### config.mk
export PLATFORM = sky130hd
export DESIGN_NAME = mem_port_arbiter
export DESIGN_NICKNAME = d
export VERILOG_FILES = /design/src/rtl/mem_arb_pkg.sv /design/src/rtl/mem_wait_timer.sv /design/src/rtl/mem_port_arbiter.sv
export SDC_FILE = /design/constraint.sdc
export NUM_CORES = 1
export LEC_CHECK = 0
export ABC_AREA = 1
export CAP_MARGIN = 25
export CORE_ASPECT_RATIO = 0.7
export CORE_MARGIN = 2
export CORE_UTILIZATION = 30
export CTS_BUF_LIST = sky130_fd_sc_hd__clkbuf_4
export DETAILED_ROUTE_END_ITERATION = 8
export PLACE_DENSITY_LB_ADDON = 0.05
export SETUP_SLACK_MARGIN = 0.02
export SLEW_MARGIN = 20
export SYNTH_ARGS = -nofsm -noshare
export SYNTH_HDL_FRONTEND = slang
export SYNTH_SLANG_ARGS = --single-unit
### constraint.sdc
create_clock -name clk -period 1.85 [get_ports clk]
set_input_delay 0.37 -clock clk [delete_from_list [all_inputs] [get_ports clk]]
set_output_delay 0.37 -clock clk [all_outputs]
set_load 0.05 [all_outputs]
### src/rtl/mem_arb_pkg.sv
// Shared state and owner encodings for the memory port arbiter.
package mem_arb_pkg;

   typedef enum logic [1:0] {
      IDLE,
      BUSY,
      DONE
   } state_t;

   typedef enum logic [1:0] {
      NONE,
      FETCH,
      DATA
   } owner_t;

endpackage

### src/rtl/mem_wait_timer.sv
// Wait-state counter: cleared between transactions, counts while a request
// is outstanding and flags when the TIMEOUT limit has been reached.
module mem_wait_timer #(
   parameter int TIMEOUT = 255
) (
   input  logic clk,
   input  logic rst,
   input  logic clr,
   input  logic en,
   output logic expired
);

   localparam int CW = $clog2(TIMEOUT + 1);
   localparam logic [CW-1:0] LIMIT = CW'(TIMEOUT);

   logic [CW-1:0] count;

   assign expired = (count == LIMIT);

   // Count wait cycles and hold once the limit is hit.
   always_ff @(posedge clk) begin
      if (rst || clr) begin
         count <= '0;
      end else if (en && !expired) begin
         count <= count + CW'(1);
      end
   end

endmodule

### src/rtl/mem_port_arbiter.sv
// Shares the single memory port between instruction fetch and data accesses.
// One transaction at a time: IDLE picks an owner, BUSY holds the request until
// ready or timeout, DONE pulses the owner's ack with registered read data.
module mem_port_arbiter
   import mem_arb_pkg::*;
#(
   parameter int ADDR_W     = 16,
   parameter int DATA_W     = 16,
   parameter int TIMEOUT    = 255,
   parameter int STARVE_MAX = 4
) (
   input  logic              clk,
   input  logic              rst,
   input  logic              if_req,
   input  logic [ADDR_W-1:0] if_addr,
   output logic              if_ack,
   output logic [DATA_W-1:0] if_rdata,
   input  logic              d_rd,
   input  logic              d_wr,
   input  logic [ADDR_W-1:0] d_addr,
   input  logic [DATA_W-1:0] d_wdata,
   output logic              d_ack,
   output logic [DATA_W-1:0] d_rdata,
   output logic              err,
   output logic              mem_req,
   output logic              mem_we,
   output logic [ADDR_W-1:0] mem_addr,
   output logic [DATA_W-1:0] mem_wdata,
   input  logic [DATA_W-1:0] mem_rdata,
   input  logic              mem_ready,
   output logic              stall_if,
   output logic              stall_d
);

   localparam int LW = $clog2(STARVE_MAX + 1);
   localparam logic [LW-1:0] STARVE_LIM = LW'(STARVE_MAX);

   state_t          state;
   owner_t          owner;
   logic [LW-1:0]   loss_cnt;
   logic            pend_err;
   logic            expired;
   logic            data_req;
   logic            grant_fetch;
   logic [DATA_W-1:0] rd_cap;

   assign data_req = d_rd | d_wr;
   // Data is normally older than the fetch, so it wins unless fetch has starved.
   assign grant_fetch = if_req & (~data_req | (loss_cnt == STARVE_LIM));
   // Writes and timed-out accesses return zero read data.
   assign rd_cap = (mem_ready && !mem_we) ? mem_rdata : '0;

   assign stall_if = if_req & ~if_ack;
   assign stall_d  = data_req & ~d_ack;

   mem_wait_timer #(
      .TIMEOUT (TIMEOUT)
   ) u_timer (
      .clk     (clk),
      .rst     (rst),
      .clr     (state == IDLE),
      .en      (state == BUSY),
      .expired (expired)
   );

   // Arbitration FSM with registered memory-side and requester-side outputs.
   always_ff @(posedge clk) begin
      if (rst) begin
         state     <= IDLE;
         owner     <= NONE;
         loss_cnt  <= '0;
         pend_err  <= 1'b0;
         if_ack    <= 1'b0;
         if_rdata  <= '0;
         d_ack     <= 1'b0;
         d_rdata   <= '0;
         err       <= 1'b0;
         mem_req   <= 1'b0;
         mem_we    <= 1'b0;
         mem_addr  <= '0;
         mem_wdata <= '0;
      end else begin
         if_ack <= 1'b0;
         d_ack  <= 1'b0;
         err    <= 1'b0;
         case (state)
            IDLE: begin
               if (if_req || data_req) begin
                  state   <= BUSY;
                  mem_req <= 1'b1;
                  if (grant_fetch) begin
                     owner     <= FETCH;
                     mem_we    <= 1'b0;
                     mem_addr  <= if_addr;
                     mem_wdata <= '0;
                     pend_err  <= 1'b0;
                     loss_cnt  <= '0;
                  end else begin
                     owner     <= DATA;
                     // A simultaneous read+write is performed as a write and flagged.
                     mem_we    <= d_wr;
                     mem_addr  <= d_addr;
                     mem_wdata <= d_wdata;
                     pend_err  <= d_rd & d_wr;
                     if (if_req && loss_cnt != STARVE_LIM)
                        loss_cnt <= loss_cnt + LW'(1);
                  end
               end
            end
            BUSY: begin
               if (mem_ready || expired) begin
                  state   <= DONE;
                  mem_req <= 1'b0;
                  err     <= pend_err | ~mem_ready;
                  if (owner == FETCH) begin
                     if_ack   <= 1'b1;
                     if_rdata <= rd_cap;
                  end else begin
                     d_ack   <= 1'b1;
                     d_rdata <= rd_cap;
                  end
               end
            end
            DONE: begin
               // The request still visible here is the one just served; skip it.
               state    <= IDLE;
               owner    <= NONE;
               pend_err <= 1'b0;
            end
            default: state <= IDLE;
         endcase
      end
   end

endmodule

[Yosys cells after proc, flatten, opt, wreduce, memory -nomap -nowiden]
Cells that the tools add are included.
Operators by class
  $add $sub $neg: 2
  equal/unequal tests: 8
  bitwise operators: 14
  reductions and logical operators: 20
  mux-type cells: 20
Operator list (count)
  two-way mux 16 bit: 3
  AND reduction 3 bit: 4
  adder 8 x 1 -> 8 bit, second input constant: 1
  == test 8 bit, second input constant: 1
  two-way mux 2 bit: 4
  one-hot mux 2 bit (2 select lines): 2
  two-way mux 1 bit: 7
  inverter 1 bit: 7
  two-way mux 3 bit: 2
  AND reduction 2 bit: 3
  nonzero test 2 bit: 3
  AND 1 bit: 4
  == test 2 x 1 -> 1 bit, second input constant: 2
  != test 2 bit, second input constant: 2
  one-hot mux 1 bit (2 select lines): 2
  adder 3 x 1 -> 3 bit, second input constant: 1
  == test 3 bit, second input constant: 1
  logical AND 1 bit: 3
  logical OR 1 bit: 3
  != test 3 bit, second input constant: 1
  OR 1 bit: 3
  OR reduction 3 bit: 1
  == test 2 bit, second input constant: 1
  logical NOT 1 bit: 2
  logical NOT 2 bit: 1
Word-level totals
  register bits: 85
  output and inout port bits: 71
  input bits: 70
  logic and storage cells: 78

[Logic depth before layout (Yosys ltp)]
  depth in word-level cells: 7
  depth in mapped cells: 10
  depth with buffers taken out: 9

[Modules after synthesis]
Synthesis repeated with hierarchy kept, for this count alone.
Unflattened totals
  cell total of the unflattened synthesis: 528
  area, all modules: 3766.1 sq um
By module, submodules not included
  mem_port_arbiter: times used 1, seq. area each 1541.5 sq um, area each 3309.4 sq um, cells each 456
  mem_wait_timer: times used 1, seq. area each 160.2 sq um, area each 456.7 sq um, cells each 72

[Worst setup path before layout]
Ideal clock, no wire load.
  path kind: reg2out
  from: register d_ack
  to: output port stall_d
  buffers on the path: 0
  arrival time: 1.298 ns
  required time: 1.480 ns
  stages on the path, launching flop included: 2
  slack: 0.182 ns
  cell sequence: dfxtp_1 -> a21oi_1
On the way
  cells in the longest elaborated chain, start to end: 2
Ends and longest elaborated chain
  start, declared: line mem_port_arbiter.sv:22  | output logic d_ack,
  start signal, assigned: line mem_port_arbiter.sv:75  | d_ack <= 1'b0;
  start signal, assigned: line mem_port_arbiter.sv:84  | d_ack <= 1'b0;
  start signal, assigned: line mem_port_arbiter.sv:119  | d_ack <= 1'b1;
  inverter 1 bit: line mem_port_arbiter.sv:54  | assign stall_d = data_req & ~d_ack;
  AND 1 bit: line mem_port_arbiter.sv:54
  end, declared: line mem_port_arbiter.sv:32  | output logic stall_d
Every way passes these cells.

[Final worst setup path]
  from: register mem_wdata[7]
  to: output port mem_wdata[7]
RTL lines
  start, declared: line mem_port_arbiter.sv:28  | output logic [DATA_W-1:0] mem_wdata,
  start signal, assigned: line mem_port_arbiter.sv:103  | mem_wdata <= d_wdata;
No word-level cell between the ends.

==> flow_metrics.tcl <==
set metrics [dict create \
    final_nets 765 \
    synth_area_leaders "dfxtp_1 45%, nand2_1 14%, inv_1 7.7%, nand3_1 7.3%, nor2_1 6.6%" \
    timing.final.ws_setup_ns 0.130 \
    clock_sinks 85 \
    grt_pass1_wl_mm 18.1 \
    die_h_um 98.4 \
    antenna_cells 0 \
    vias 3843 \
    max_freq_mhz 581 \
    core.rowCount 34 \
    final_cells 859 \
    place_worst_setup_slack_ns 0.0444 \
    drv_cap 0 \
    max_stage_delay_ns 0.54 \
    yosysTopAreaCellShare 0.445 \
    min_period_over_period 0.930 \
    worst_pin_slew_ns 0.492 \
    crit_cells 1 \
    die_w_um 139 \
    final.setup.tns_ns 0 \
    reg2reg_depth 9 \
    grt.total_usage 0.163 \
    cts_tree "built" \
    drive_gt1_frac 0.161 \
    start_util 0.308 \
    ys_warn_count 0 \
    remaining_drc_errors 0 \
    place_inst 841 \
    crit_path_start_kind "flop" \
    arrival_ns 1.35 \
    grt_max_degree 25 \
    antenna_found_initial 0 \
    ctsHtreeMaxLevel 3 \
    grt_pass1_vias 3626 \
    cpMaxStageDelayCell "dlygate4sd2_1" \
    slew_viol_final 0 \
    drt-pass1-iter-count 4 \
    slew_headroom 0.673 \
    dp_hpwl_mm 8.09 \
    max-vdd-ir-drop_mv 0.335 \
    first_iter_violations 160 \
    wl_per_cell_um 13.2 \
    cts-buffers-inserted 9 \
    syn_inst 550 \
    ys_seq_elements 85 \
    synth_area_um2 3820 \
    leakage_nw 2.54 \
    hold_class "reg -> reg" \
    place_area_um2 5350 \
    cts_root_buf "clkbuf_4" \
    worstSetupPathType "reg -> out" \
    cts_buffer_depth 2 \
    drt_wl_total_mm 11.4 \
    portBuffers 140 \
    core_area_um2 12400 \
    required_ns 1.48 \
    rsz0062_at_grt "false" \
    holdPathStages 2 \
    avgSynthCellArea_um2 6.95 \
    path_clk_slew_ns 0.14 \
    finClkSkew_ns 0.0130 \
    total_power_mw 4.34 \
    final-hold-violation-count 0 \
    post-route-util 0.444 \
    cp_max_fo 2 \
    fin_crit_ns 1.72 \
    powerDensity_nw_per_um2 786 \
    endpoint_kind "output port" \
    hold_buffers 0 \
    viasPerCell 4.47 \
    synth_top_area_cell "dfxtp_1" \
    whs_ns 0.474 \
    synth_cell_types 25 \
    ys_seq_area_frac 0.445 \
    overflow 0 \
    dieArea_um2 13700 \
    place.gp.congestion 0.782 \
    crit_chain "dlygate4sd2_1" \
    final_area_um2 5520 \
    critical_path.top_delay_family "buffers and inverters" \
    area_growth_syn_to_layout_pct 44.3 \
    path_buf_inv 1 \
    io_pins 141 \
    outcome "finished clean" \
    synth_fp_nets 623 \
    ant_nets 0 \
    clk_latency_ns 0.44 \
    setup_viol 0 \
]
## power by group
part	internal (mW)	total, mW	switching, mW
Sequential	1.95	2.01	0.0658
Combinational	0.458	1.24	0.785
Clock	0.403	1.08	0.681
## kinds of logic (layout without fill, tap and decap cells)
kind of cell | Yosys count | in the layout | share of synthesized area
buffers and inverters | 111 | 256 | 0.123
flip-flops | 85 | 85 | 0.445
adder cells (fa/ha/maj) | 3 | 3 | 0.00982
AO/OA/AOI/OAI | 52 | 52 | 0.0756
XOR/XNOR | 2 | 2 | 0.00458
AND/OR/NAND/NOR | 297 | 299 | 0.341
## path summary, 6_finish.rpt
kind	end	slack [ns]	start
worst max-delay path	mem_wdata[7]	0.13	mem_wdata[7]
worst min-delay path	mem_wdata[0]	0.47	mem_wdata[0]
worst max register to register	d_rdata[1]	0.18	u_timer.count[1]
worst min register to register	mem_wdata[0]	0.47	mem_wdata[0]
## layer usage
metal / share of wire / vias up / routed length [um] / global-route usage
met2: 0.42 / 89 / 4750 / 0.239
met4: 0.0074 / 0 / 84 / 0.0350
met5: 0 / - / 0 / 0
met1: 0.52 / 1731 / 5860 / 0.235
met3: 0.059 / 7 / 666 / 0.0534
li1: - / 2016 / - / -
## synth_stat cells
library cell and n:
buf_6 4, xor2_1 2, clkbuf_1 11, dfxtp_1 85, buf_4 3, nand2_4 1, inv_2 2, inv_1 78
buf_2 11, nand2_1 141, clkinv_1 2, or2_2 1, nand3_4 2, nand2_2 5, a21boi_2 1, nand4_1 20
nand3_1 56, nor2_4 2, o21ai_0 4, a31oi_1 16, a211oi_1 1, nor2_1 67, ha_1 3, nor2_2 2
a21oi_1 30
## state kept, by name, summed over array words and instances, names as in the netlist
signal and flops:
d_rdata 16, if_rdata 16, mem_addr 16, mem_wdata 16, u_timer.count 8, loss_cnt 3, owner 2, state 2
d_ack 1, err 1, if_ack 1, mem_req 1, mem_we 1, pend_err 1
## timing repair
item	4_1_cts	5_1_grt
gates cloned	0	2
setup buffers	0	0
resized for setup	11	5
endpoints found under the setup margin	11	24
pin swaps	0	1
## tightest hold or removal path: cells and delay by family, from the launching register on
kind             cells  cell delay [ns]
AND/OR/NAND/NOR      1             0.06
flip-flops           1             0.34
AO/OA/AOI/OAI        1             0.05
## placed cells by master (no fill, tap or decap), drive strengths merged
master	synthesis	routed
inv	80	80
or2	1	1
buf	18	78
ha	3	3
nor2	71	71
a21boi	1	1
o21ai	4	4
clkinv	2	6
a211oi	1	1
clkinvlp	0	2
nand2	147	147
nand3	58	60
dlygate4sd2	0	11
clkdlybuf4s50	0	69
a31oi	16	16
xor2	2	2
nand4	20	20
clkbuf	11	9
dfxtp	85	85
bufinv	0	1
a21oi	30	30
## area by class of cell
cell class,instances,area [um^2]
fillers,1305,6910
clock inverters,7,66.3
multi-input cells,356,1700
inverters,82,308
clock buffers,9,67.6
repair buffers,158,1470
flip-flops and latches,85,1700
well taps,162,203
(Power assumes the default switching activity.)
